File: src/rtl/synapse_access_scheduler_if.sv
// Bus bundle between the neuron/STDP logic, the access scheduler and the synapse weight BRAM.
// The scheduler connects through the slave modport; the requesting side uses master.
interface synapse_access_scheduler_if #(
  parameter int ADDR_WIDTH = 5,
  parameter int NUM_COL    = 4,
  parameter int COL_WIDTH  = 8
);
  localparam int COL_BITS = $clog2(NUM_COL);
  localparam int SYN_BITS = ADDR_WIDTH + COL_BITS;
  localparam int WORD_W   = NUM_COL * COL_WIDTH;

  logic                  load_start;
  logic                  load_valid;
  logic [WORD_W-1:0]     load_data;
  logic                  load_ready;
  logic                  load_done;

  logic                  rd_req;
  logic [SYN_BITS-1:0]   rd_addr;
  logic                  rd_gnt;
  logic                  rd_valid;
  logic [COL_WIDTH-1:0]  rd_data;

  logic                  wr_valid;
  logic [SYN_BITS-1:0]   wr_addr;
  logic [COL_WIDTH-1:0]  wr_data;
  logic                  wr_ready;

  logic                  bram_en;
  logic                  bram_wen;
  logic [NUM_COL-1:0]    bram_we;
  logic [ADDR_WIDTH-1:0] bram_addr;
  logic [COL_BITS-1:0]   bram_col;
  logic [WORD_W-1:0]     bram_din;
  logic [COL_WIDTH-1:0]  bram_dout;

  logic                  busy;

  modport slave (
    input  load_start, load_valid, load_data,
    input  rd_req, rd_addr,
    input  wr_valid, wr_addr, wr_data,
    input  bram_dout,
    output load_ready, load_done,
    output rd_gnt, rd_valid, rd_data,
    output wr_ready,
    output bram_en, bram_wen, bram_we, bram_addr, bram_col, bram_din,
    output busy
  );

  modport master (
    output load_start, load_valid, load_data,
    output rd_req, rd_addr,
    output wr_valid, wr_addr, wr_data,
    output bram_dout,
    input  load_ready, load_done,
    input  rd_gnt, rd_valid, rd_data,
    input  wr_ready,
    input  bram_en, bram_wen, bram_we, bram_addr, bram_col, bram_din,
    input  busy
  );
endinterface

File: src/rtl/synapse_access_scheduler.sv
// Shares the single synapse weight BRAM port between table load, spike-driven reads and
// buffered STDP byte write-backs, with read-after-write protection and bounded write starvation.
module synapse_access_scheduler #(
  parameter int ADDR_WIDTH   = 5,
  parameter int NUM_COL      = 4,
  parameter int COL_WIDTH    = 8,
  parameter int FIFO_DEPTH   = 4,
  parameter int STARVE_LIMIT = 4
) (
  input logic clk,
  input logic rst,
  synapse_access_scheduler_if.slave bus
);
  localparam int COL_BITS = $clog2(NUM_COL);
  localparam int SYN_BITS = ADDR_WIDTH + COL_BITS;
  localparam int WORD_W   = NUM_COL * COL_WIDTH;
  localparam int PTR_BITS = $clog2(FIFO_DEPTH);
  localparam int CNT_BITS = PTR_BITS + 1;
  localparam int STV_BITS = $clog2(STARVE_LIMIT + 1);

  typedef enum logic [1:0] {IDLE, LOAD, RUN} state_t;

  state_t                state_q, state_d;
  logic [ADDR_WIDTH-1:0] load_cnt_q, load_cnt_d;
  logic                  load_done_q, load_done_d;
  logic [SYN_BITS-1:0]   fifo_addr_q [FIFO_DEPTH];
  logic [SYN_BITS-1:0]   fifo_addr_d [FIFO_DEPTH];
  logic [COL_WIDTH-1:0]  fifo_data_q [FIFO_DEPTH];
  logic [COL_WIDTH-1:0]  fifo_data_d [FIFO_DEPTH];
  logic [FIFO_DEPTH-1:0] fifo_vld_q, fifo_vld_d;
  logic [PTR_BITS-1:0]   wr_ptr_q, wr_ptr_d;
  logic [PTR_BITS-1:0]   rd_ptr_q, rd_ptr_d;
  logic [CNT_BITS-1:0]   count_q, count_d;
  logic [STV_BITS-1:0]   starve_cnt_q, starve_cnt_d;
  logic                  bram_en_q, bram_en_d;
  logic                  bram_wen_q, bram_wen_d;
  logic [NUM_COL-1:0]    bram_we_q, bram_we_d;
  logic [ADDR_WIDTH-1:0] bram_addr_q, bram_addr_d;
  logic [COL_BITS-1:0]   bram_col_q, bram_col_d;
  logic [WORD_W-1:0]     bram_din_q, bram_din_d;
  logic                  rd_valid_q, rd_valid_d;
  logic                  busy_q, busy_d;

  logic                  fifo_empty;
  logic                  can_push;
  logic                  push;
  logic                  pop;
  logic                  hazard;
  logic                  gnt;
  logic [SYN_BITS-1:0]   head_addr;
  logic [COL_WIDTH-1:0]  head_data;

  assign fifo_empty = (count_q == '0);
  assign can_push   = (state_q == RUN) && (count_q != CNT_BITS'(FIFO_DEPTH));
  assign push       = bus.wr_valid && can_push;
  assign head_addr  = fifo_addr_q[rd_ptr_q];
  assign head_data  = fifo_data_q[rd_ptr_q];

  // A read may not overtake a buffered write to the same synapse; entries pushed this cycle are not compared.
  always_comb begin
    hazard = 1'b0;
    for (int i = 0; i < FIFO_DEPTH; i++) begin
      if (fifo_vld_q[i] && (fifo_addr_q[i] == bus.rd_addr)) hazard = 1'b1;
    end
    hazard = hazard && bus.rd_req && (state_q == RUN);
    gnt    = (state_q == RUN) && bus.rd_req && !hazard &&
             (starve_cnt_q < STV_BITS'(STARVE_LIMIT));
  end

  always_comb begin
    state_d      = state_q;
    load_cnt_d   = load_cnt_q;
    load_done_d  = load_done_q;
    fifo_addr_d  = fifo_addr_q;
    fifo_data_d  = fifo_data_q;
    fifo_vld_d   = fifo_vld_q;
    wr_ptr_d     = wr_ptr_q;
    rd_ptr_d     = rd_ptr_q;
    starve_cnt_d = starve_cnt_q;
    bram_en_d    = 1'b0;
    bram_wen_d   = 1'b0;
    bram_we_d    = '0;
    bram_addr_d  = '0;
    bram_col_d   = '0;
    bram_din_d   = '0;
    pop          = 1'b0;

    case (state_q)
      IDLE: begin
        if (bus.load_start) begin
          state_d     = LOAD;
          load_cnt_d  = '0;
          load_done_d = 1'b0;
        end
      end
      LOAD: begin
        if (bus.load_valid) begin
          bram_en_d   = 1'b1;
          bram_wen_d  = 1'b1;
          bram_we_d   = '1;
          bram_addr_d = load_cnt_q;
          bram_din_d  = bus.load_data;
          load_cnt_d  = load_cnt_q + ADDR_WIDTH'(1);
          if (load_cnt_q == {ADDR_WIDTH{1'b1}}) begin
            load_done_d = 1'b1;
            state_d     = RUN;
          end
        end
      end
      RUN: begin
        if (hazard) begin
          pop = 1'b1;
        end else if (gnt) begin
          bram_en_d   = 1'b1;
          bram_addr_d = bus.rd_addr[SYN_BITS-1:COL_BITS];
          bram_col_d  = bus.rd_addr[COL_BITS-1:0];
          if (!fifo_empty) starve_cnt_d = starve_cnt_q + STV_BITS'(1);
        end else if (!fifo_empty) begin
          pop          = 1'b1;
          starve_cnt_d = '0;
        end else if (bus.load_start && !bus.rd_req) begin
          state_d     = LOAD;
          load_cnt_d  = '0;
          load_done_d = 1'b0;
        end
        if (fifo_empty) starve_cnt_d = '0;
      end
      default: state_d = IDLE;
    endcase

    // Byte write-back: one-hot lane enable, data replicated so any lane sees it.
    if (pop) begin
      bram_en_d            = 1'b1;
      bram_wen_d           = 1'b1;
      bram_we_d            = NUM_COL'(1) << head_addr[COL_BITS-1:0];
      bram_addr_d          = head_addr[SYN_BITS-1:COL_BITS];
      bram_din_d           = {NUM_COL{head_data}};
      fifo_vld_d[rd_ptr_q] = 1'b0;
      rd_ptr_d             = rd_ptr_q + PTR_BITS'(1);
    end
    if (push) begin
      fifo_addr_d[wr_ptr_q] = bus.wr_addr;
      fifo_data_d[wr_ptr_q] = bus.wr_data;
      fifo_vld_d[wr_ptr_q]  = 1'b1;
      wr_ptr_d              = wr_ptr_q + PTR_BITS'(1);
    end
    count_d = count_q + CNT_BITS'(push) - CNT_BITS'(pop);

    rd_valid_d = bram_en_q && !bram_wen_q;
    busy_d     = (state_d != RUN) || (count_d != '0);
  end

  always_ff @(posedge clk or posedge rst) begin
    if (rst) begin
      state_q      <= IDLE;
      load_cnt_q   <= '0;
      load_done_q  <= 1'b0;
      for (int i = 0; i < FIFO_DEPTH; i++) begin
        fifo_addr_q[i] <= '0;
        fifo_data_q[i] <= '0;
      end
      fifo_vld_q   <= '0;
      wr_ptr_q     <= '0;
      rd_ptr_q     <= '0;
      count_q      <= '0;
      starve_cnt_q <= '0;
      bram_en_q    <= 1'b0;
      bram_wen_q   <= 1'b0;
      bram_we_q    <= '0;
      bram_addr_q  <= '0;
      bram_col_q   <= '0;
      bram_din_q   <= '0;
      rd_valid_q   <= 1'b0;
      busy_q       <= 1'b0;
    end else begin
      state_q      <= state_d;
      load_cnt_q   <= load_cnt_d;
      load_done_q  <= load_done_d;
      fifo_addr_q  <= fifo_addr_d;
      fifo_data_q  <= fifo_data_d;
      fifo_vld_q   <= fifo_vld_d;
      wr_ptr_q     <= wr_ptr_d;
      rd_ptr_q     <= rd_ptr_d;
      count_q      <= count_d;
      starve_cnt_q <= starve_cnt_d;
      bram_en_q    <= bram_en_d;
      bram_wen_q   <= bram_wen_d;
      bram_we_q    <= bram_we_d;
      bram_addr_q  <= bram_addr_d;
      bram_col_q   <= bram_col_d;
      bram_din_q   <= bram_din_d;
      rd_valid_q   <= rd_valid_d;
      busy_q       <= busy_d;
    end
  end

  assign bus.load_ready = (state_q == LOAD);
  assign bus.load_done  = load_done_q;
  assign bus.rd_gnt     = gnt;
  assign bus.rd_valid   = rd_valid_q;
  assign bus.rd_data    = rd_valid_q ? bus.bram_dout : '0;
  assign bus.wr_ready   = can_push;
  assign bus.bram_en    = bram_en_q;
  assign bus.bram_wen   = bram_wen_q;
  assign bus.bram_we    = bram_we_q;
  assign bus.bram_addr  = bram_addr_q;
  assign bus.bram_col   = bram_col_q;
  assign bus.bram_din   = bram_din_q;
  assign bus.busy       = busy_q;
endmodule

File: src/flat_wrapper.sv
// flat-port wrapper written by rule: the top's interface ports become plain ports
module synapse_access_scheduler_flat 
#(
  parameter int ADDR_WIDTH   = 5,
  parameter int NUM_COL      = 4,
  parameter int COL_WIDTH    = 8,
  parameter int FIFO_DEPTH   = 4,
  parameter int STARVE_LIMIT = 4
)
  (clk, rst, bus_load_start, bus_load_valid, bus_load_data, bus_rd_req, bus_rd_addr, bus_wr_valid, bus_wr_addr, bus_wr_data, bus_bram_dout, bus_load_ready, bus_load_done, bus_rd_gnt, bus_rd_valid, bus_rd_data, bus_wr_ready, bus_bram_en, bus_bram_wen, bus_bram_we, bus_bram_addr, bus_bram_col, bus_bram_din, bus_busy);
  synapse_access_scheduler_if #(.ADDR_WIDTH(ADDR_WIDTH), .NUM_COL(NUM_COL), .COL_WIDTH(COL_WIDTH)) bus_i ();
  input logic clk;
  input logic rst;
  input wire logic [$bits(bus_i.load_start)-1:0] bus_load_start;
  input wire logic [$bits(bus_i.load_valid)-1:0] bus_load_valid;
  input wire logic [$bits(bus_i.load_data)-1:0] bus_load_data;
  input wire logic [$bits(bus_i.rd_req)-1:0] bus_rd_req;
  input wire logic [$bits(bus_i.rd_addr)-1:0] bus_rd_addr;
  input wire logic [$bits(bus_i.wr_valid)-1:0] bus_wr_valid;
  input wire logic [$bits(bus_i.wr_addr)-1:0] bus_wr_addr;
  input wire logic [$bits(bus_i.wr_data)-1:0] bus_wr_data;
  input wire logic [$bits(bus_i.bram_dout)-1:0] bus_bram_dout;
  output wire logic [$bits(bus_i.load_ready)-1:0] bus_load_ready;
  output wire logic [$bits(bus_i.load_done)-1:0] bus_load_done;
  output wire logic [$bits(bus_i.rd_gnt)-1:0] bus_rd_gnt;
  output wire logic [$bits(bus_i.rd_valid)-1:0] bus_rd_valid;
  output wire logic [$bits(bus_i.rd_data)-1:0] bus_rd_data;
  output wire logic [$bits(bus_i.wr_ready)-1:0] bus_wr_ready;
  output wire logic [$bits(bus_i.bram_en)-1:0] bus_bram_en;
  output wire logic [$bits(bus_i.bram_wen)-1:0] bus_bram_wen;
  output wire logic [$bits(bus_i.bram_we)-1:0] bus_bram_we;
  output wire logic [$bits(bus_i.bram_addr)-1:0] bus_bram_addr;
  output wire logic [$bits(bus_i.bram_col)-1:0] bus_bram_col;
  output wire logic [$bits(bus_i.bram_din)-1:0] bus_bram_din;
  output wire logic [$bits(bus_i.busy)-1:0] bus_busy;
  assign bus_i.load_start = bus_load_start;
  assign bus_i.load_valid = bus_load_valid;
  assign bus_i.load_data = bus_load_data;
  assign bus_i.rd_req = bus_rd_req;
  assign bus_i.rd_addr = bus_rd_addr;
  assign bus_i.wr_valid = bus_wr_valid;
  assign bus_i.wr_addr = bus_wr_addr;
  assign bus_i.wr_data = bus_wr_data;
  assign bus_i.bram_dout = bus_bram_dout;
  assign bus_load_ready = bus_i.load_ready;
  assign bus_load_done = bus_i.load_done;
  assign bus_rd_gnt = bus_i.rd_gnt;
  assign bus_rd_valid = bus_i.rd_valid;
  assign bus_rd_data = bus_i.rd_data;
  assign bus_wr_ready = bus_i.wr_ready;
  assign bus_bram_en = bus_i.bram_en;
  assign bus_bram_wen = bus_i.bram_wen;
  assign bus_bram_we = bus_i.bram_we;
  assign bus_bram_addr = bus_i.bram_addr;
  assign bus_bram_col = bus_i.bram_col;
  assign bus_bram_din = bus_i.bram_din;
  assign bus_busy = bus_i.busy;
  synapse_access_scheduler #(.ADDR_WIDTH(ADDR_WIDTH), .NUM_COL(NUM_COL), .COL_WIDTH(COL_WIDTH), .FIFO_DEPTH(FIFO_DEPTH), .STARVE_LIMIT(STARVE_LIMIT)) u_core (.clk(clk), .rst(rst), .bus(bus_i));
endmodule
File: config.mk
export PLATFORM = sky130hd
export DESIGN_NAME = synapse_access_scheduler_flat
export DESIGN_NICKNAME = d
export VERILOG_FILES = /design/src/rtl/synapse_access_scheduler_if.sv /design/src/rtl/synapse_access_scheduler.sv /design/src/flat_wrapper.sv
export SDC_FILE = /design/constraint.sdc
export NUM_CORES = 1
export LEC_CHECK = 0
export ABC_AREA = 1
export CELL_PAD_IN_SITES_DETAIL_PLACEMENT = 1
export CELL_PAD_IN_SITES_GLOBAL_PLACEMENT = 1
export CORE_MARGIN = 5
export CORE_UTILIZATION = 42
export CTS_BUF_LIST = sky130_fd_sc_hd__clkbuf_8
export CTS_CLUSTER_SIZE = 12
export DETAILED_ROUTE_END_ITERATION = 12
export PLACE_DENSITY_LB_ADDON = 0.1
export SLEW_MARGIN = 10
export SYNTH_ARGS = -nofsm -noshare
export SYNTH_HDL_FRONTEND = slang
export SYNTH_SLANG_ARGS = --single-unit
File: constraint.sdc
create_clock -name clk -period 8.35 [get_ports clk]
set_input_delay 2.505 -clock clk [delete_from_list [all_inputs] [get_ports clk]]
set_output_delay 2.505 -clock clk [all_outputs]
set_load 0.005 [all_outputs]
==> impl_results.rst, run 1 <==
.. list-table::
   :header-rows: 1

   * - Metric
     - Value
   * - Total DRC errors in the routed layout
     - 0
   * - Hold_buf cts
     - 0
   * - Total count of hold-check failures in the final report
     - 0
   * - Buffer cell driving the clock tree root
     - sky130_fd_sc_hd__clkbuf_8
   * - CP Capture Type
     - output port
   * - Sum Neg Setup Slack
     - 0 ps
   * - Syn Area/Cell
     - 8.07 um^2
   * - Area contributors post-synth
     - sky130_fd_sc_hd__dfrtp_1, sky130_fd_sc_hd__nand2_1, sky130_fd_sc_hd__o21ai_0
   * - Share of synthesized cell area in and, or, nand and nor gates
     - 25.1%
   * - Antenna violations before repair
     - 0
   * - Most frequent cells after synthesis
     - sky130_fd_sc_hd__nand2_1, sky130_fd_sc_hd__dfrtp_1, sky130_fd_sc_hd__o21ai_0
   * - FP Rows
     - 44
   * - TritonCTS Sinks
     - 129
   * - Post-layout nets
     - 977
   * - Min-Delay Endpoint
     - u_core.bus.rd_valid
   * - Required time at the endpoint of the critical path
     - 5850 ps
   * - Min-Delay Path Depth
     - 1
   * - Area after detailed placement
     - 7600 um^2
   * - Area fraction in compound gates after synthesis
     - 11.2%
   * - Actual transition at the worst max-transition pin
     - 1170 ps
   * - CTS tree
     - built
   * - Flops & latches, synth
     - 129
   * - Total gr overflow
     - 0
   * - Portion of synthesized cell area occupied by the leading cell type
     - 51.6%
   * - Static Leak
     - 3.95 nW
   * - Sum of routed wire length over all layers
     - 19500 um
   * - Global-route wire length before repair
     - 31700 um
   * - Synthesis-to-finish area growth
     - 27.3%
   * - Via count
     - 5643
   * - Clock Skew
     - 9.27 ps
   * - Hold Path Class
     - flip-flop to flip-flop
   * - Source of the worst register-to-register timing path
     - u_core.state_q[0]
   * - GR Util All Layers
     - 22.7%
   * - Async SR Flop Fraction
     - 100%
   * - Initial core utilization
     - 42.9%
   * - Fraction of layout instances using a drive strength above 1
     - 6.21%
   * - Most common cell in the synthesized netlist
     - sky130_fd_sc_hd__nand2_1
   * - Synthesized netlist cell count
     - 775
   * - Total number of H-tree levels
     - 4
   * - Half-perimeter wire length after placement
     - 14000 um
   * - Mux cell area share after synthesis
     - 0%
   * - Max-slew violation count
     - 0
   * - Initial drt markers
     - 360
   * - Average via count per standard cell
     - 5.20
   * - Core utilization of the finished layout
     - 54.6%
   * - Netlist area before placement
     - 6260 um^2
   * - CP max FO
     - 6
   * - Core box area
     - 14600 um^2
   * - Worst path arrival time
     - 4690 ps
   * - Seq/Total Area, Yosys
     - 51.6%
   * - Most used flip-flop cell after synthesis
     - sky130_fd_sc_hd__dfrtp_1
   * - Register-to-register path setup slack
     - 5160 ps
   * - Average wire per cell in the routed design
     - 18.0 um
   * - Share of the cycle needed by the critical path after routing
     - 86.2%
   * - Logic depth of the worst register-to-register path
     - 13
   * - Number of gates given a new drive strength after cts
     - 0
   * - FMAX
     - 139 MHz
   * - Library cells used by synthesis
     - 36
   * - Clock period minus final worst setup slack
     - 7200 ps
   * - Synthesis warning total
     - 0
   * - Source-to-sink clock delay at the later pin of the worst-skew pair
     - 460 ps
   * - Pwr dens
     - 189 nW/um^2
   * - IO buf count
     - 126
   * - Filler cell count
     - 1781
   * - Max clock buf depth
     - 2
   * - Critical register-to-register path endpoint
     - u_core.bus.busy
   * - Final RePlAce weighted congestion
     - 0.845
   * - Largest area contributor in the netlist
     - sky130_fd_sc_hd__dfrtp_1
   * - Die width
     - 132 um
   * - Finished Cell Area
     - 7960 um^2
   * - Syn_nets
     - 861
   * - Antenna-violating nets left
     - 0
   * - Clock-pin slew on the worst setup and hold paths
     - 70 ps
   * - Startpoint of the worst hold path
     - u_core.bus.bram_wen
   * - Maximum resistive drop on vdd
     - 148 uV
   * - Inserted Clock Buffers
     - 17
   * - Max capacitance violation total
     - 0
   * - Synth Area in Adders
     - 3.72%
   * - Chip height
     - 132 um
   * - CP Class
     - primary input to output port
   * - Count of flip-flops with a built-in enable after synthesis
     - 0
   * - Number of global-route vias before repair
     - 5973
   * - Number of antenna diodes
     - 0
   * - Num ports
     - 127
   * - Final setup violation count
     - 0
   * - XOR/XNOR share of the synthesized area
     - 0.680%
   * - Pin count of the biggest net entering global routing
     - 69
   * - RSZ-0062 raised after global routing
     - no
   * - Postcts setup bufs
     - 0
   * - Iteration count of the initial detailed-routing pass
     - 5
   * - Worst slew margin relative to its limit
     - 21.6%
   * - Total Power
     - 1.51 mW
   * - Result of the run
     - finished, final reports clean
   * - Worst setup SP type
     - primary input
   * - Dominant combinational cell family by area after synthesis
     - simple AND/OR/NAND/NOR gates
   * - DIE AREA
     - 17400 um^2
==> kinds of logic (layout without fill, tap and decap cells) <==
family,Yosys count,after routing
buffers and inverters,115,242
xor gates and xnor gates,4,4
DFF,129,129
and+or+nand+nor,378,378
adders and majority gates,18,18
AOI/OAI and AO/OA,131,131
==> layout by cell type (no fill, tap or decap), types with 2 or more instances in the layout <==
cell type	netlist	routed
sky130_fd_sc_hd__nand2_2	8	8
sky130_fd_sc_hd__o22ai_1	8	8
sky130_fd_sc_hd__inv_2	7	7
sky130_fd_sc_hd__o21ai_0	93	93
sky130_fd_sc_hd__nor2_4	2	2
sky130_fd_sc_hd__o21ai_1	5	5
sky130_fd_sc_hd__clkinv_2	0	3
sky130_fd_sc_hd__a32oi_1	2	2
sky130_fd_sc_hd__nand3_1	49	49
sky130_fd_sc_hd__nand2_1	253	253
sky130_fd_sc_hd__nor3_1	3	3
sky130_fd_sc_hd__dfrtp_1	129	129
sky130_fd_sc_hd__xor2_1	2	2
sky130_fd_sc_hd__inv_1	76	78
sky130_fd_sc_hd__a21oi_1	18	18
sky130_fd_sc_hd__nor2_1	49	49
sky130_fd_sc_hd__nand2_4	2	2
sky130_fd_sc_hd__ha_1	17	17
sky130_fd_sc_hd__nand4_1	5	5
sky130_fd_sc_hd__buf_4	2	2
sky130_fd_sc_hd__clkdlybuf4s50_1	0	126
sky130_fd_sc_hd__clkbuf_8	0	22
sky130_fd_sc_hd__nor2_2	4	4
==> sequential cells by signal, indices dropped and copies added (netlist names), 2 cells and up <==
name	flops
u_core.bus.bram_din	32
u_core.bus.bram_we	4
u_core.wr_ptr_q	2
u_core.fifo_vld_q	4
u_core.fifo_data_q	32
u_core.count_q	3
u_core.bus.bram_col	2
u_core.state_q	2
u_core.starve_cnt_q	3
u_core.rd_ptr_q	2
u_core.bus.bram_addr	5
u_core.load_cnt_q	5
u_core.fifo_addr_q	28
==> worst max-delay path by stage <==
stage,start,to,slack [ps],cells after the start
floorplan,rst,u_core.bus.bram_addr[0],2400,1
global placement,bus_rd_addr[0],bus_rd_gnt,1280,12
detailed placement,bus_rd_addr[1],bus_rd_gnt,1210,13
CTS,bus_rd_addr[3],bus_rd_gnt,1180,12
global route,bus_rd_addr[1],bus_rd_gnt,1000,13
finish,bus_rd_addr[3],bus_rd_gnt,1150,12
==> stage by stage <==
| step | hold WS, ps | worst slack [ps] | cells |
|---|---|---|---|
| after CTS | 429 | 1180 | 1086 |
| final | 430 | 1150 | 1086 |
| after floorplan | 423 | 2400 | 775 |
| after global routing | 456 | 998 | 1086 |
| after global placement | 408 | 1280 | 1056 |
| after detailed placement | 419 | 1210 | 1056 |
==> critical path, cell delays in order <==
cell and delay [ps]:
sky130_fd_sc_hd__clkdlybuf4s50_1 630, sky130_fd_sc_hd__inv_2 100, sky130_fd_sc_hd__o21ai_1 140, sky130_fd_sc_hd__nor2_1 70, sky130_fd_sc_hd__nand2_1 70, sky130_fd_sc_hd__nor2_1 60
sky130_fd_sc_hd__nor2_4 170, sky130_fd_sc_hd__nand2_4 100, sky130_fd_sc_hd__inv_1 70, sky130_fd_sc_hd__nand2_1 90, sky130_fd_sc_hd__inv_1 160, sky130_fd_sc_hd__clkdlybuf4s50_1 520
==> cell type report <==
type | count | area, um^2 | share of cell area, %
multi-input combinational | 531 | 2540 | 31.9
clock buffer | 22 | 303 | 3.80
clock inverter | 8 | 63.8 | 0.801
sequential | 129 | 3230 | 40.5
tap | 184 | 230 | 2.89
timing repair buffer | 128 | 1280 | 16.0
inverter | 84 | 318 | 3.99
==> power breakdown <==
group | total, mW | switching (mW) | internal, mW | leakage (nW)
Clock | 0.507 | 0.240 | 0.267 | 0.200
Sequential | 0.700 | 0.0277 | 0.673 | 1.74
Combinational | 0.301 | 0.151 | 0.150 | 2.02
==> metal layers <==
| layer | track usage (%) | up-vias | share of wire [%] |
|---|---|---|---|
| li1 | - | 2693 | - |
| met1 | 30.6 | 2795 | 46 |
| met2 | 36.5 | 132 | 48 |
| met3 | 5.34 | 23 | 4.3 |
| met4 | 6.74 | 0 | 1.5 |
| met5 | 0 | - | 0 |
Power figures use the tool's default switching activity.
==> inputs of run 2 (changes only) <==
- ABC_CLOCK_PERIOD_IN_PS: unset -> 8350
==> results of run 2 <==
No change in the layout: final DEF, timing and power equal those of run 1.
